===== config.mk =====
export PLATFORM = sky130hd
export DESIGN_NAME = seq_divider_32bit
export DESIGN_NICKNAME = d
export VERILOG_FILES = /design/src/rtl/seq_divider_32bit.sv
export SDC_FILE = /design/constraint.sdc
export NUM_CORES = 1
export LEC_CHECK = 0
export CORE_MARGIN = 8
export CORE_UTILIZATION = 51
export CTS_BUF_LIST = sky130_fd_sc_hd__clkbuf_8
export DETAILED_ROUTE_END_ITERATION = 8
export HOLD_SLACK_MARGIN = 0.1
export PLACE_DENSITY_LB_ADDON = 0.1
export RECOVER_POWER = 100
export SYNTH_ARGS = -nofsm -noshare
export SYNTH_HDL_FRONTEND = slang
export SYNTH_SLANG_ARGS = --single-unit

===== constraint.sdc =====
create_clock -name clock -period 2.9 [get_ports clock]
set_clock_uncertainty 0.1 [all_clocks]
set_input_delay 0.87 -clock clock [delete_from_list [all_inputs] [get_ports clock]]
set_output_delay 0.87 -clock clock [all_outputs]
set_load 0.005 [all_outputs]

===== src/rtl/seq_divider_32bit.sv =====
// Multi-cycle restoring divider: one trial subtraction per clock, start/done handshake.
// Optional `DIV_SIGNED_EN selects two's-complement operands (truncating division).
module seq_divider_32bit #(
  parameter int WIDTH = 32
) (
  input  logic             clock,
  input  logic             reset_n,
  input  logic             start,
  input  logic [WIDTH-1:0] dividend,
  input  logic [WIDTH-1:0] divisor,
  output logic             busy,
  output logic             done,
  output logic [WIDTH-1:0] quotient,
  output logic [WIDTH-1:0] remainder,
  output logic             div_by_zero
);

  typedef enum logic [1:0] {
    IDLE,
    RUN,
    DONE
  } state_t;

  localparam int              CW   = (WIDTH > 2) ? $clog2(WIDTH) : 1;
  localparam logic [CW-1:0]   LAST = CW'(WIDTH - 1);

  state_t           state;
  logic [CW-1:0]    count;
  logic [WIDTH-1:0] rem_q;      // partial remainder
  logic [WIDTH-1:0] dvd_q;      // dividend bits shift out, quotient bits shift in
  logic [WIDTH-1:0] divisor_q;

  logic [WIDTH:0]   shifted;
  logic [WIDTH:0]   diff;
  logic             q_bit;
  logic [WIDTH-1:0] rem_next;
  logic [WIDTH-1:0] quo_next;
  logic [WIDTH-1:0] quo_fix;
  logic [WIDTH-1:0] rem_fix;
  logic [WIDTH-1:0] dividend_mag;
  logic [WIDTH-1:0] divisor_mag;

`ifdef DIV_SIGNED_EN
  logic neg_q;
  logic neg_r;
`endif

  // NOTE: every always_comb output gets a default first so no path leaves it unassigned (no latch).
  always_comb begin
    shifted  = {rem_q, dvd_q[WIDTH-1]};
    diff     = shifted - {1'b0, divisor_q};
    // The shifted remainder is below 2*divisor, so bit WIDTH of the difference is a clean borrow.
    q_bit    = ~diff[WIDTH];
    rem_next = q_bit ? diff[WIDTH-1:0] : shifted[WIDTH-1:0];
    quo_next = {dvd_q[WIDTH-2:0], q_bit};
`ifdef DIV_SIGNED_EN
    dividend_mag = dividend[WIDTH-1] ? -dividend : dividend;
    divisor_mag  = divisor[WIDTH-1]  ? -divisor  : divisor;
    quo_fix      = neg_q ? -quo_next : quo_next;
    rem_fix      = neg_r ? -rem_next : rem_next;
`else
    dividend_mag = dividend;
    divisor_mag  = divisor;
    quo_fix      = quo_next;
    rem_fix      = rem_next;
`endif
  end

  // NOTE: sequential state uses non-blocking assignments only, so all flops update together.
  always_ff @(posedge clock or negedge reset_n) begin
    if (!reset_n) begin
      state       <= IDLE;
      busy        <= 1'b0;
      done        <= 1'b0;
      count       <= '0;
      rem_q       <= '0;
      dvd_q       <= '0;
      divisor_q   <= '0;
      quotient    <= '0;
      remainder   <= '0;
      div_by_zero <= 1'b0;
`ifdef DIV_SIGNED_EN
      neg_q       <= 1'b0;
      neg_r       <= 1'b0;
`endif
    end else begin
      case (state)
        IDLE, DONE: begin
          done <= 1'b0;
          if (start) begin
            if (divisor == '0) begin
              state       <= DONE;
              done        <= 1'b1;
              quotient    <= '1;
              remainder   <= dividend;
              div_by_zero <= 1'b1;
            end else begin
              state     <= RUN;
              busy      <= 1'b1;
              count     <= LAST;
              rem_q     <= '0;
              dvd_q     <= dividend_mag;
              divisor_q <= divisor_mag;
`ifdef DIV_SIGNED_EN
              neg_q     <= dividend[WIDTH-1] ^ divisor[WIDTH-1];
              neg_r     <= dividend[WIDTH-1];
`endif
            end
          end else begin
            state <= IDLE;
          end
        end

        RUN: begin
          rem_q <= rem_next;
          dvd_q <= quo_next;
          count <= count - CW'(1);
          if (count == '0) begin
            // Final iteration: results (with any sign fix-up) land directly in the output registers.
            state       <= DONE;
            busy        <= 1'b0;
            done        <= 1'b1;
            quotient    <= quo_fix;
            remainder   <= rem_fix;
            div_by_zero <= 1'b0;
          end
        end

        default: begin
          state <= IDLE;
          busy  <= 1'b0;
          done  <= 1'b0;
        end
      endcase
    end
  end

endmodule


==> impl_metrics.py, run 1 <==
metrics = {
    "layout": {
        "final-instance-count-excl-fill": 1513,
        "postLayoutCoreUtil_pct": 71.4,
        "drive_gt1_share_pct": 23.5,
        "nets": 1373,
        "insertedDiodeCount": 0,
        "layout-area-overhead-vs-synth_pct": 38.1,
        "fillers": 1421,
    },
    "status": {
        "status": "complete, but fails checks",
        "violations": "negative setup slack",
    },
    "placed_design": {
        "dp.cells": 1476,
        "dp_hpwl_microns": 21800,
        "routabilityCongestion": 0.959,
        "port_buffers": 133,
    },
    "detailed_routing": {
        "drtIter0Drc": 647,
        "wl_microns": 29900,
        "ant_nets": 0,
        "vias": 8939,
        "routed_via_density": 5.91,
        "drt-pass1-iter-count": 8,
        "drcViolationCount": 0,
        "wl_per_cell_microns": 19.7,
    },
    "setup_path": {
        "cp.arrival_ns": 3.28,
        "critPathCaptureType": "register",
        "path_depth": 9,
        "worstPathRequired_ns": 3.16,
        "critPathMostFrequentCell": "or3_4",
        "worst-path-buf-inv": 0,
        "reg2regPathDepth": 9,
        "path_max_fanout": 6,
        "critical_path.cell_chain": "ha_4 -> a21o_1 -> or3_4 -> o211ai_1 -> nand2_2 -> a211o_1 -> and2_4 -> or3_4 -> a32o_1",
        "crit_family": "compound AO/OA/AOI/OAI gates",
        "cpPeakStageDelay_ns": 0.46,
        "cp_slowest_cell": "dfrtp_1",
        "crit_type": "reg -> reg",
        "critPathLaunchType": "register",
    },
    "sta": {
        "setup_viol": 33,
        "fin_hold_ws_ns": 0.390,
        "hold_violations": 0,
        "final_max_slew_viol_count": 0,
        "period_share_pct": 104,
        "maxSlewHeadroom_pct": 24.4,
        "fmax_mhz": 332,
        "fin_ws_ns": -0.116,
        "worst_pin_slew_ns": 1.13,
        "period_minus_slack_ns": 3.02,
        "rsz0062_at_grt": "true",
    },
    "worst_hold_path": {
        "min_delay_path_depth": 2,
        "holdCritPathClass": "reg -> reg",
    },
    "synthesis": {
        "avgSynthCellArea_sq_um": 8.88,
        "synthTopCellsByCount": "dfrtp_1 (169), nand2_1 (163), a21oi_1 (68)",
        "synth_cell_type_count": 60,
        "mappedNetlistNets": 1145,
        "yosysMostFrequentCell": "dfrtp_1",
        "synthArstFlopShare_pct": 100,
        "synth_top_cell_by_area": "dfrtp_1",
        "yosysSeqAreaShare_pct": 45.7,
        "synth_cells": 1043,
        "synth_top_area_share_pct": 45.7,
        "synth_edf_count": 0,
        "synth-seq-cells": 169,
        "yosysWarnings": 0,
        "netlist_area_sq_um": 9260,
        "ys.flop_type": "dfrtp_1",
        "synthTopCellsByArea": "dfrtp_1 (46%), nand2_1 (6.6%), ha_1 (4.6%), mux2_2 (3.9%), a21oi_1 (3.7%)",
    },
    "cts": {
        "clk_pin_slew_ns": 0.10,
        "htree_num_levels": 4,
        "cts_tree": "built",
        "cts_hold_buffers": 0,
        "cts-root-buf": "clkbuf_8",
        "clock_sinks": 169,
        "cts_buffer_depth": 2,
        "clk_latency_ns": 0.48,
        "cts_buffers": 17,
    },
    "floorplan": {
        "io_pins": 134,
        "dieWidth_microns": 151,
        "fp.dieArea_sq_um": 22700,
        "start_util_pct": 51.7,
        "core_area_sq_um": 17900,
        "die_y_microns": 151,
        "rows": 49,
    },
    "global_route": {
        "grt-ovfl-total": 0,
        "grt_pass1_vias": 8497,
        "antenna_found_initial": 0,
        "grt_usage_pct": 25.9,
        "grt_max_degree": 79,
        "grt_pass1_wl_microns": 45800,
    },
    "flow_run": {
        "cap_violations": 0,
    },
    "power_and_ir_drop": {
        "ir_worst_vdd_uv": 802,
        "powerDensity_nw_per_um2": 1530,
        "leakage_nw": 5.47,
    },
}
-- final cells by class --
type                    count  area [sq um]  share of cell area, %
multi-input cells         761          5190                   40.6
clock buffers              17           234                   1.83
flip-flops and latches    169          4240                   33.1
inverters                  43           161                   1.26
clock inverters            15           155                   1.21
well taps                 229           287                   2.24
repair buffers            279          2520                   19.7
-- worst reg2reg max path, delay by kind of cell (launching register included) --
kind                     cells  cell delay, ns
adder cells (fa/ha/maj)      1            0.24
AND/OR/NAND/NOR              4            1.03
flip-flops                   1            0.46
AO/OA/AOI/OAI                4            1.05
-- sequential cells by signal, summed over array words and instances, names as in the netlist --
name	count
quotient	32
dvd_q	32
state	2
remainder	32
divisor_q	32
rem_q	32
div_by_zero	1
count	5
busy	1
-- cell families after synthesis --
| group | count (synthesis) | share of synthesized area (%) |
|---|---|---|
| mux | 51 | 5.94 |
| simple gates | 356 | 17.5 |
| buf+inv | 113 | 4.86 |
| fa+ha+maj | 35 | 4.81 |
| xor+xnor | 24 | 2.27 |
| flops | 169 | 45.7 |
| compound gates | 295 | 19.0 |
-- routing by layer --
metal	global-route usage (%)	part of all wire (%)	routed length [microns]	vias up
met5	0	0	0	-
met2	40.6	47	14000	375
met1	35.5	43	12700	4333
met3	3.76	7.7	2290	56
li1	-	-	-	4175
met4	10.2	3.0	904	0
-- power breakdown --
group	total [mW]	internal [mW]	switching, mW
Clock	1.67	0.641	1.02
Sequential	4.42	3.53	0.891
Combinational	13.5	6.57	6.91
Total	19.6	10.7	8.82
-- stage by stage --
step	power [mW]	TNS [ns]	area [sq um]	setup slack (ns)
6_report	19.6	-0.997	12800	-0.116
5_1_grt	20.9	-4.42	12800	-0.153
4_1_cts	18.4	-0.917	12500	-0.0980
3_5_place_dp	15.7	-58.50	11800	-0.528
3_3_place_gp	15.5	-56.59	11800	-0.523
2_1_floorplan	10.8	0	9260	0.0132
-- worst paths after layout --
kind / slack [ns] / startpoint / to
setup / recovery: -0.12 / rem_q[4]$_DFFE_PN0P_ / remainder[20]$_DFFE_PN0P_
hold / removal: 0.39 / remainder[21]$_DFFE_PN0P_ / remainder[21]$_DFFE_PN0P_
setup reg to reg: -0.12 / rem_q[4]$_DFFE_PN0P_ / remainder[20]$_DFFE_PN0P_
hold reg to reg: 0.39 / remainder[21]$_DFFE_PN0P_ / remainder[21]$_DFFE_PN0P_
max in group asynchronous: 0.42 / reset_n / rem_q[17]$_DFFE_PN0P_
min in group asynchronous: 0.47 / reset_n / quotient[5]$_DFFE_PN0P_
-- cell usage in the layout, fill, tap and decap left out, types with 41 or more instances in the layout --
| master | instances |
|---|---|
| dfrtp_1 | 164 |
| nand2_1 | 161 |
| buf_4 | 127 |
| dlygate4sd3_1 | 67 |
| a21oi_1 | 63 |
| clkdlybuf4s50_1 | 61 |
| nor2_1 | 60 |
| o21ai_0 | 50 |
| o21ai_1 | 45 |
| inv_1 | 41 |
| nand3_1 | 41 |
-- repair_timing --
item	in CTS	in global routing
buffers inserted	4	2
resized for setup	53	67
gates cloned	0	3
endpoints found under the setup margin	66	136
pin swaps	12	21
Power figures use the tool's default switching activity.
==> run 2: changes to the inputs <==
--- a/config.mk
+++ b/config.mk
@@ -12,6 +12,7 @@
 export HOLD_SLACK_MARGIN = 0.1
 export PLACE_DENSITY_LB_ADDON = 0.1
 export RECOVER_POWER = 100
+export SLEW_MARGIN = 20
 export SYNTH_ARGS = -nofsm -noshare
 export SYNTH_HDL_FRONTEND = slang
 export SYNTH_SLANG_ARGS = --single-unit
==> results of run 2 <==
Same layout as run 1: the final DEF is identical, and so are final timing and power.
==> run 3: changes to the inputs <==
--- a/config.mk
+++ b/config.mk
@@ -8,8 +8,9 @@
 export CORE_MARGIN = 8
 export CORE_UTILIZATION = 51
 export CTS_BUF_LIST = sky130_fd_sc_hd__clkbuf_8
+export CTS_CLUSTER_DIAMETER = 150
 export DETAILED_ROUTE_END_ITERATION = 8
-export HOLD_SLACK_MARGIN = 0.1
+export HOLD_SLACK_MARGIN = 0.12
 export PLACE_DENSITY_LB_ADDON = 0.1
 export RECOVER_POWER = 100
 export SLEW_MARGIN = 20
==> results of run 3 <==
Same layout as run 1: the final DEF is identical, and so are final timing and power.
